==> config.mk <==
export PLATFORM = sky130hd
export DESIGN_NAME = binary_decoder_stream
export DESIGN_NICKNAME = d
export VERILOG_FILES = /design/src/rtl/binary_decoder_stream.sv
export SDC_FILE = /design/constraint.sdc
export NUM_CORES = 1
export LEC_CHECK = 0
export CORE_UTILIZATION = 55
export CTS_BUF_LIST = sky130_fd_sc_hd__clkbuf_8
export CTS_CLUSTER_DIAMETER = 50
export DETAILED_ROUTE_END_ITERATION = 8
export GPL_TIMING_DRIVEN = 0
export PLACE_DENSITY_LB_ADDON = 0.05
export SETUP_SLACK_MARGIN = 0.4
export SYNTH_ARGS = -nofsm -noshare
export SYNTH_HDL_FRONTEND = slang
export SYNTH_SLANG_ARGS = --single-unit
export TNS_END_PERCENT = 10
==> constraint.sdc <==
create_clock -name clk -period 3.71 [get_ports clk]
set_input_delay 0.742 -clock clk [delete_from_list [all_inputs] [get_ports clk]]
set_output_delay 0.742 -clock clk [all_outputs]
set_load 0.01 [all_outputs]
==> src/rtl/binary_decoder_stream.sv <==
// Streaming index-to-vector decoder (one-hot or thermometer) with a registered
// valid/ready output stage and a one-word skid buffer.
module binary_decoder_stream #(
  parameter  int WIDTH          = 32,
  parameter  int MODE           = 0,
  parameter  int IMPLEMENTATION = 0,
  localparam int WIDTH_LOG      = $clog2(WIDTH)
) (
  input  logic                 clk,
  input  logic                 rst,
  input  logic [WIDTH_LOG-1:0] enc_idx,
  input  logic                 enc_vld,
  output logic                 enc_rdy,
  output logic [WIDTH-1:0]     dec_vld,
  output logic                 dec_err,
  output logic                 out_vld,
  input  logic                 out_rdy
);

  localparam int IW = WIDTH_LOG + 1;
  localparam logic [IW-1:0]    WIDTH_X  = IW'(WIDTH);
  localparam logic [IW-1:0]    ONE_X    = IW'(1);
  localparam logic [WIDTH-1:0] ONE_W    = WIDTH'(1);
  localparam logic [WIDTH-1:0] ALL_ONES = '1;

  typedef enum logic [1:0] {
    S_EMPTY = 2'b00,
    S_ONE   = 2'b01,
    S_FULL  = 2'b11
  } state_e;

  state_e           state_q, state_d;
  logic             enc_rdy_q, enc_rdy_d;
  logic             out_vld_q, out_vld_d;
  logic [WIDTH-1:0] main_vec_q, main_vec_d;
  logic             main_err_q, main_err_d;
  logic [WIDTH-1:0] skid_vec_q, skid_vec_d;
  logic             skid_err_q, skid_err_d;

  logic [IW-1:0]    idx_ext;
  logic             idx_err;
  logic [WIDTH-1:0] dec_raw;
  logic [WIDTH-1:0] dec_vec;
  logic             in_xfer;
  logic             out_xfer;

  // Index widened by one bit so the range check against WIDTH cannot wrap.
  assign idx_ext = {1'b0, enc_idx};
  assign idx_err = (idx_ext >= WIDTH_X);

  generate
    if (IMPLEMENTATION == 0) begin : g_loop
      always_comb begin
        dec_raw = '0;
        for (int unsigned i = 0; i < WIDTH; i++) begin
          if (MODE == 0) dec_raw[i] = (IW'(i) == idx_ext);
          else           dec_raw[i] = (IW'(i) <= idx_ext);
        end
      end
    end else begin : g_shift
      if (MODE == 0) begin : g_onehot
        assign dec_raw = ONE_W << idx_ext;
      end else begin : g_therm
        assign dec_raw = ~(ALL_ONES << (idx_ext + ONE_X));
      end
    end
  endgenerate

  assign dec_vec  = idx_err ? '0 : dec_raw;

  assign in_xfer  = enc_vld & enc_rdy_q;
  assign out_xfer = out_vld_q & out_rdy;

  always_comb begin
    state_d    = state_q;
    main_vec_d = main_vec_q;
    main_err_d = main_err_q;
    skid_vec_d = skid_vec_q;
    skid_err_d = skid_err_q;
    case (state_q)
      S_EMPTY: begin
        if (in_xfer) begin
          main_vec_d = dec_vec;
          main_err_d = idx_err;
          state_d    = S_ONE;
        end
      end
      S_ONE: begin
        if (in_xfer && out_xfer) begin
          main_vec_d = dec_vec;
          main_err_d = idx_err;
        end else if (in_xfer) begin
          skid_vec_d = dec_vec;
          skid_err_d = idx_err;
          state_d    = S_FULL;
        end else if (out_xfer) begin
          state_d    = S_EMPTY;
        end
      end
      S_FULL: begin
        if (out_xfer) begin
          main_vec_d = skid_vec_q;
          main_err_d = skid_err_q;
          skid_vec_d = '0;
          skid_err_d = 1'b0;
          state_d    = S_ONE;
        end
      end
      default: state_d = S_EMPTY;
    endcase
    // Ready and valid are registered copies of the next state, never of out_rdy.
    enc_rdy_d = (state_d != S_FULL);
    out_vld_d = (state_d != S_EMPTY);
  end

  always_ff @(posedge clk) begin
    if (rst) begin
      state_q    <= S_EMPTY;
      enc_rdy_q  <= 1'b0;
      out_vld_q  <= 1'b0;
      main_vec_q <= '0;
      main_err_q <= 1'b0;
      skid_vec_q <= '0;
      skid_err_q <= 1'b0;
    end else begin
      state_q    <= state_d;
      enc_rdy_q  <= enc_rdy_d;
      out_vld_q  <= out_vld_d;
      main_vec_q <= main_vec_d;
      main_err_q <= main_err_d;
      skid_vec_q <= skid_vec_d;
      skid_err_q <= skid_err_d;
    end
  end

  assign enc_rdy = enc_rdy_q;
  assign out_vld = out_vld_q;
  assign dec_vld = main_vec_q;
  assign dec_err = main_err_q;

endmodule
* After elaboration in Yosys (flattened, before gate mapping) *
Index checks and enable logic that the tools add are counted.

cells by class
  magnitude comparators = 1
  equality and inequality tests = 39
  multiplexer cells = 21
  bitwise logic cells = 2
  reduce and logical (&&, ||, !) cells = 8

operators by type and width
  cell                count
  $mux 32             6
  $pmux 32 s3         1
  $eq 5x5->1 const A  16
  $pmux 32 s2         1
  $eq 4x5->1 const A  8
  $eq 3x5->1 const A  4
  $ne 2x2->1 const B  6
  $eq 2x5->1 const A  2
  $mux 2              5
  $reduce_and 4->1    2
  $ge 5x6->1 const B  1
  $logic_not 6->1     1
  $pmux 2 s3          1
  $eq 1x5->1 const A  1
  $mux 1              5
  $reduce_bool 2->1   2
  $pmux 1 s3          1
  $reduce_bool 3->1   1
  $and 1x1->1         2
  $eq 2x1->1 const B  1
  $eq 2x2->1 const B  1
  $logic_not 2->1     1
  $pmux 1 s2          1
  $logic_and 1x1->1   1

storage, ports and cells
  flip-flop bits (word level) = 70
  input port bits = 9
  output and inout bits = 35
  word-level logic and storage cells = 78

* Depth between registers and ports, before layout *
Gate-level depths: netlist of run 1.

  depth in word-level cells = 6
  depth in mapped cells = 8

* Worst setup path after synthesis of run 1 *
Ideal clock, no wire load.

  path kind = input-to-reg
  from = input out_rdy
  to = register main_vec_q[10] (netlist: dec_vld[10])
  library setup time = 122 ps
  data arrival time = 1775 ps
  data required time = 3588 ps
  slack = 1813 ps
  stages on the path = 5
  path buffers = 2
  cell sequence = nand2_1 a221o_1 buf_6 buf_6 o311a_1

on the way
  longest elaborated chain between the ends = 4

ends and longest elaborated chain
  item                          RTL line  text
  from (decl)                   17        input logic out_rdy
  $and 1x1->1 *                 72        assign out_xfer = out_vld_q & out_rdy;
  $logic_and 1x1->1             89        if (in_xfer && out_xfer) begin
  $ne 2x2->1 (no line)          -
  $reduce_and 4->1 (no line) *  -
  to (signal assigned)          129       main_vec_q <= main_vec_d;
  to (decl)                     35        logic [WIDTH-1:0] main_vec_q, main_vec_d;

Mark *: on every way between the ends. The rest lies on a longest branch, timed or not.
A chain may end at the register's enable or synchronous reset.

* Worst setup path after layout of run 1 *
  from = input enc_idx[1]
  to = register main_vec_q[17] (netlist: dec_vld[17])

on the way
  longest elaborated chain between the ends = 4

ends and longest elaborated chain
  item                                             RTL line  text
  from (decl)                                      11        input logic [WIDTH_LOG-1:0] enc_idx,
  $ge 5x6->1 / $eq 5x5->1 (equally long branches)  49, 56
  $mux 32 *                                        69        assign dec_vec = idx_err ? '0 : dec_raw;
  $mux 32, on equally long branches                89, 82
  $pmux 32 s3 *                                    80        case (state_q)

Mark *: on every way between the ends. The rest lies on a longest branch, timed or not. The select of a mux whose other input is x is not followed.

==> run_results.csv, run 1 <==
group,metric,value,unit
worst_setup_path,start_kind,"input port",
final_layout,drive_above_1_share,0.08629,
global_route,grt_start_max_net_pins,11,
power,p_per_area,439.6,mW/mm²
worst_setup_path,r2r_setup_slack,1.49,ns
yosys,ys_warn_count,0,
routing,drt_iter0_markers,132,
routing,drc_errors,0,
clock_network,cts_hold_buf,0,
worst_setup_path,worstSetupPathType,"in -> reg",
routing,wl_met3,310,µm
sta,whs,0.4977,ns
floorplanning,die_w,79.32,µm
final_layout,n_fill_cell,462,
yosys,yosysUniqueCellTypes,34,
run,drv_cap,0,
power,p_leak,1.773,nW
power,power,1.740,mW
yosys,seq_area_frac_synth,0.4140,
routing,wl_per_cell,15.75,µm
routing,top_layer,"met4",
worst_setup_path,worstPathRequired,3.93,ns
final_layout,area_delta_synth_final,20.36,%
placement,port_buffers,41,
floorplanning,core_area,0.005642,mm²
clock_network,cts-resized-gates,0,
yosys,syn-instance-count,338,
yosys,avgSynthCellArea,9.728,µm²
outcome,status,"complete, no violations",
clock_network,clock_path_buffers,2,
clock_network,root_buffer,"clkbuf_8",
clock_network,htreeDepth,3,
global_route,antenna_found_initial,0,
worst_setup_path,crit_path_end_kind,"flip-flop",
worst_setup_path,slowest_stage,"clkdlybuf4s50_1",
worst_setup_path,path_cells,"clkdlybuf4s50_1 > clkbuf_1 > nand4bb_1 > nor3_1 > a21o_1 > o311a_1",
final_layout,multiInputGateArea,0.001708,mm²
hold_path,hold_class,"reg -> reg",
yosys,syn_area,0.003288,mm²
final_layout,antenna_cells,0,
routing,final_antenna_net_count,0,
final_layout,final_nets,404,
power,irDropWorstVdd,310.3,µV
yosys,ys_ff_latch,68,
clock_network,cts_setup_buffers,0,
yosys,syn-num-nets,352,
routing,wl_met1,3535,µm
worst_setup_path,worst-path-buf-inv,2,
global_route,grt_overflow_total,0,
global_route,grt_pass1_wl,12540,µm
sta,skew,0.007725,ns
placement,place.gp.congestion,0.7794,
worst_setup_path,cp_top_family,"buffers and inverters",
floorplanning,dieArea,0.006292,mm²
floorplanning,boundaryPins,44,
sta,finalSetupViolations,0,
clock_network,numClockSinks,68,
sta,fin_setup_tns,0,ns
hold_path,holdPathStages,2,
sta,finalMaxSlewViolations,0,
yosys,netlist_top_cells_area,"dfxtp_1 41%, mux2i_1 9.7%, o311a_1 9.7%, a21o_1 7.5%, o21bai_1 7.3%",
sta,rsz0062_at_grt,"false",
clock_network,clk-insertion-delay-late,0.34,ns
worst_setup_path,critPathMaxStageDelay,0.50,ns
hold_path,min_from,"skid_vec_q[14]$_SDFFE_PP0P_",
sta,max_freq,444.9,MHz
placement,hpwl,5128,µm
worst_setup_path,critPathMaxFanout,10,
routing,wirelength,7339,µm
worst_setup_path,r2r_end,"dec_vld[10]$_SDFFE_PP0P_",
routing,drtPass1Iterations,4,
hold_path,hold-path-endpoint,"skid_vec_q[14]$_SDFFE_PP0P_",
routing,wl_met2,3411,µm
sta,layout_min_cycle_time,2.248,ns
floorplanning,fp-row-count,27,
worst_setup_path,crit_cells,6,
yosys,synth_area_leader_cell,"dfxtp_1",
final_layout,final_cell_mix,"68 x dfxtp_1, 58 x nor2_1, 41 x clkdlybuf4s50_1, 33 x a21o_1",
final_layout,final_common_cell,"dfxtp_1",
sta,worst_pin_slew,0.5036,ns
worst_setup_path,r2r_start,"state_q[1]$_SDFF_PP0_",
routing,via_count,2711,
floorplanning,die_h,79.32,µm
sta,fin_crit_sh,0.6059,
clock_network,numCtsBuffers,9,
worst_setup_path,worstPathArrival,2.47,ns
clock_network,cts_tree,"yes",
routing,viasPerCell,5.818,
final_layout,regArea,0.001361,mm²
global_route,grt_use_total,0.2545,
worst_setup_path,worst-r2r-cell-count,7,
clock_network,clk_pin_slew_worst_paths,0.07,ns
yosys,synth_top_cell_area_share,0.4140,
floorplanning,initial_core_util,0.5828,
sta,maxSlewHeadroom,0.6643,
sta,hold_violations,0,
global_route,grt_pass1_vias,2660,
## worst min-delay path, stage by stage (launching register included)
cell and delay [ns]:
dfxtp_1 0.33, mux2i_1 0.06, nor2_1 0.07
## registers in the layout (all words and copies together), names as in the netlist
name and flops:
dec_vld 32, skid_vec_q 32, state_q 2, enc_rdy 1
out_vld 1
## layer usage
metal | GRT usage | vias to the layer above
met3 | 0.03563 | 10
li1 | - | 1347
met1 | 0.3321 | 1288
met5 | 0 | -
met4 | 0.1000 | 0
met2 | 0.4224 | 66
## final cells by class
cell class	instances	area share
Multi-Input combinational cell	233	0.4316
Sequential cell	68	0.3440
Timing Repair Buffer	41	0.1037
Buffer	34	0.05248
Clock buffer	11	0.03825
Tap cell	72	0.02276
Clock inverter	4	0.004426
Inverter	3	0.002845
## worst max-delay path by stage
stage	from	end	slack [ns]
floorplan	out_rdy	dec_vld[10]$_SDFFE_PP0P_	1.81
global route	state_q[1]$_SDFF_PP0_	dec_vld[10]$_SDFFE_PP0P_	1.26
CTS	enc_idx[1]	dec_vld[17]$_SDFFE_PP0P_	1.49
detailed placement	enc_idx[1]	dec_vld[21]$_SDFFE_PP0P_	1.13
finish	enc_idx[1]	dec_vld[17]$_SDFFE_PP0P_	1.46
global placement	enc_idx[1]	dec_vld[21]$_SDFFE_PP0P_	1.19
## Yosys cell counts, drive strengths merged
cell type,count
inv,3
ha,5
or4,1
a221o,1
nand2,3
buf,18
o21ai,2
clkbuf,16
o31a,1
and2,1
o311a,32
a22oi,1
a22o,1
dfxtp,68
o21bai,32
or4b,3
nor2b,2
conb,1
nand4b,1
mux2i,32
a211oi,1
nand4bb,3
nand4,1
and4b,1
a21boi,1
nor2,58
a21o,33
nor3,10
maj3,1
a31o,1
nand2b,4
## kinds of logic (layout without fill, tap and decap cells)
family                   count (synthesis)  in the layout  share of synthesized area
AND/OR/NAND/NOR                         88             88                     0.1320
multiplexers                            32             32                    0.09741
buffers and inverters                   37             93                    0.06659
other                                    1              1                   0.001140
adder cells (fa/ha/maj)                  6              6                    0.02207
flip-flops                              68             68                     0.4140
AO/OA/AOI/OAI                          106            106                     0.2667
## where the power goes
group / total [mW] / leakage (nW) / internal (mW) / switching (mW)
logic: 0.405 / 1.12 / 0.211 / 0.193
clock network: 0.528 / 0.0976 / 0.268 / 0.260
registers: 0.807 / 0.554 / 0.782 / 0.0246
## through the flow
stage                     setup WS, ns  std cells    util  instance area [µm²]
after global routing             1.258        466  0.7015                 3958
after floorplan                  1.813        338       -                 3288
after detailed placement         1.132        451  0.6715                 3789
after global placement           1.194        451  0.6715                 3789
after CTS                        1.487        466  0.7015                 3958
final                            1.462        466  0.7015                 3958
No activity file was read; power rests on OpenSTA's default activity.
==> run 2, diff against run 1 <==
==> constraint.sdc (replaced) <==
create_clock -name clk -period 2.07 [get_ports clk]
set_input_delay 0.414 -clock clk [delete_from_list [all_inputs] [get_ports clk]]
set_output_delay 0.414 -clock clk [all_outputs]
set_load 0.01 [all_outputs]
==> run 2 against run 1 <==
  * Die area did not move
  * Critical path type is now reg -> reg
  * Non-clock buffer count rose by 2
  * Combinational power rose by 84%
  * Largest cell class unchanged
  * Core utilization rose by 2.1 points
  * Cell area rose by 3.0%
  * Global-route usage fell by 0.13 points
==> run_results.csv, run 2 (synthesized netlist as in run 1, its figures left out) <==
group,metric,value,unit
sta,layout_min_cycle_time,1.796,ns
sta,rsz0062_at_grt,"true",
sta,maxSlewHeadroom,0.6404,
final_layout,final_nets,406,
final_layout,drive_above_1_share,0.1389,
power,p_leak,1.828,nW
placement,placed_area,0.003824,mm²
floorplanning,core_area,0.005642,mm²
global_route,grt_overflow_total,0,
final_layout,antenna_cells,0,
power,pwr-share-seq,0.459,
floorplanning,die_h,79.32,µm
placement,port_buffers,41,
power,p_per_area,772.4,mW/mm²
final_layout,fin_util,0.7228,
outcome,status,"complete, no violations",
routing,drtPass1Iterations,4,
power,clockPowerShare,0.303,
final_layout,final_common_cell,"dfxtp_1",
floorplanning,die_w,79.32,µm
power,p_comb_frac,0.237,
placement,hpwl,5214,µm
worst_setup_path,worst-path-buf-inv,3,
routing,drt_iter0_markers,111,
routing,final_antenna_net_count,0,
clock_network,numCtsBuffers,9,
power,netSwitchingFraction,0.2781,
sta,finalSetupViolations,0,
routing,drc_errors,0,
worst_setup_path,path_cells,"ha_4 > buf_6 > a221o_1 > buf_6 > buf_6 > o311a_1",
routing,wl_per_cell,16.33,µm
global_route,grt_use_total,0.2532,
sta,worst_pin_slew,0.5394,ns
worst_setup_path,cp_common_cell,"buf_6",
power,irDropWorstVdd,555.5,µV
global_route,grt_pass1_wl,12180,µm
routing,viasPerCell,5.868,
clock_network,clk-insertion-delay-late,0.34,ns
sta,skew,0.008900,ns
sta,fin_crit_sh,0.8676,
clock_network,root_buffer,"clkbuf_8",
routing,via_count,2746,
worst_setup_path,slowest_stage,"dfxtp_4",
worst_setup_path,start_kind,"flip-flop",
clock_network,htreeDepth,3,
final_layout,final_cell_mix,"66 x dfxtp_1, 58 x nor2_1, 39 x clkdlybuf4s50_1, 33 x a21o_1",
floorplanning,dieArea,0.006292,mm²
clock_network,clk_pin_slew_worst_paths,0.07,ns
power,switchingPower,0.8760,mW
global_route,grt_pass1_vias,2607,
final_layout,stdcell_area,0.004078,mm²
global_route,grt_start_max_net_pins,11,
clock_network,cts_hold_buf,0,
worst_setup_path,cp_top_family,"compound AO/OA/AOI/OAI gates",
floorplanning,boundaryPins,44,
placement,place.gp.congestion,0.7772,
clock_network,clock_path_buffers,2,
worst_setup_path,crit_path_end_kind,"flip-flop",
sta,finalMaxSlewViolations,0,
worst_setup_path,worstPathArrival,2.02,ns
run,drv_cap,0,
routing,wirelength,7644,µm
worst_setup_path,worstPathRequired,2.30,ns
floorplanning,initial_core_util,0.5828,
worst_setup_path,critPathMaxFanout,10,
worst_setup_path,critPathMaxStageDelay,0.38,ns
power,internal-power,2.273,mW
hold_path,hold_class,"in -> reg",
floorplanning,fp-row-count,27,
final_layout,area_delta_synth_final,24.01,%
clock_network,cts_tree,"yes",
global_route,antenna_found_initial,0,
worst_setup_path,worstSetupPathType,"reg -> reg",
clock_network,numClockSinks,68,
sta,max_freq,556.8,MHz
sta,hold_violations,0,
run 2: changes by cell type in the layout (fill, tap and decap cells not counted), moves of 3 or more:
cell and delta:
buf_8 +3, clkbuf_1 -4, clkbuf_2 +3, ha_1 -3
ha_4 +3, nor3_1 -4, nor3_2 +4
run 2: final timing paths:
kind / slack (ns) / depth (start not counted) / to / startpoint
max: 0.27 / 6 / dec_vld[10]$_SDFFE_PP0P_ / state_q[0]$_SDFF_PP0_
min: 0.44 / 2 / skid_vec_q[0]$_SDFFE_PP0P_ / rst
max reg2reg: 0.27 / 6 / dec_vld[10]$_SDFFE_PP0P_ / state_q[0]$_SDFF_PP0_
min reg2reg: 0.50 / 2 / skid_vec_q[12]$_SDFFE_PP0P_ / skid_vec_q[12]$_SDFFE_PP0P_
run 2: routing by layer:
| metal | vias to the layer above | routed length [µm] | track usage |
|---|---|---|---|
| met4 | 0 | 175 | 0.1345 |
| met3 | 16 | 337 | 0.04253 |
| met2 | 72 | 3671 | 0.4190 |
| met5 | - | 0 | 0 |
| li1 | 1343 | - | - |
| met1 | 1315 | 3460 | 0.3135 |
run 2: power by group through the flow:
stage               logic (mW)  registers, mW  clock network, mW
floorplan                0.403           1.52                  0
global placement         0.721           1.47                  0
detailed placement       0.735           1.48                  0
CTS                      0.746           1.45              0.963
global route             0.799           1.46               1.02
finish                   0.747           1.45              0.956
run 2: repair_timing:
item,in CTS,in global routing
resized for setup,15,7
buffers inserted,2,0
gates cloned,0,0
endpoints found under the hold margin,0,0
pin swaps,1,0
setup endpoints to repair,65,67
run 2: layout make-up:
type	count	area, µm²
Sequential cell	68	1369
Timing Repair Buffer	43	426.7
Clock buffer	11	151.4
Multi-Input combinational cell	233	1772
Buffer	34	240.2
Fill cell	427	1564
Clock inverter	4	17.52
Inverter	3	11.26
Tap cell	72	90.09
run 2: through the flow:
stage	setup TNS (ns)	worst slack, ns	cells	power, mW	hold slack (ns)
after global routing	0	0.2216	468	3.276	0.4843
after global placement	-3.048	-0.1152	451	2.192	0.4721
final	0	0.2742	468	3.149	0.4377
after floorplan	0	0.4071	338	1.920	0.4612
after CTS	0	0.2860	468	3.157	0.4397
after detailed placement	-3.741	-0.1531	451	2.210	0.4864
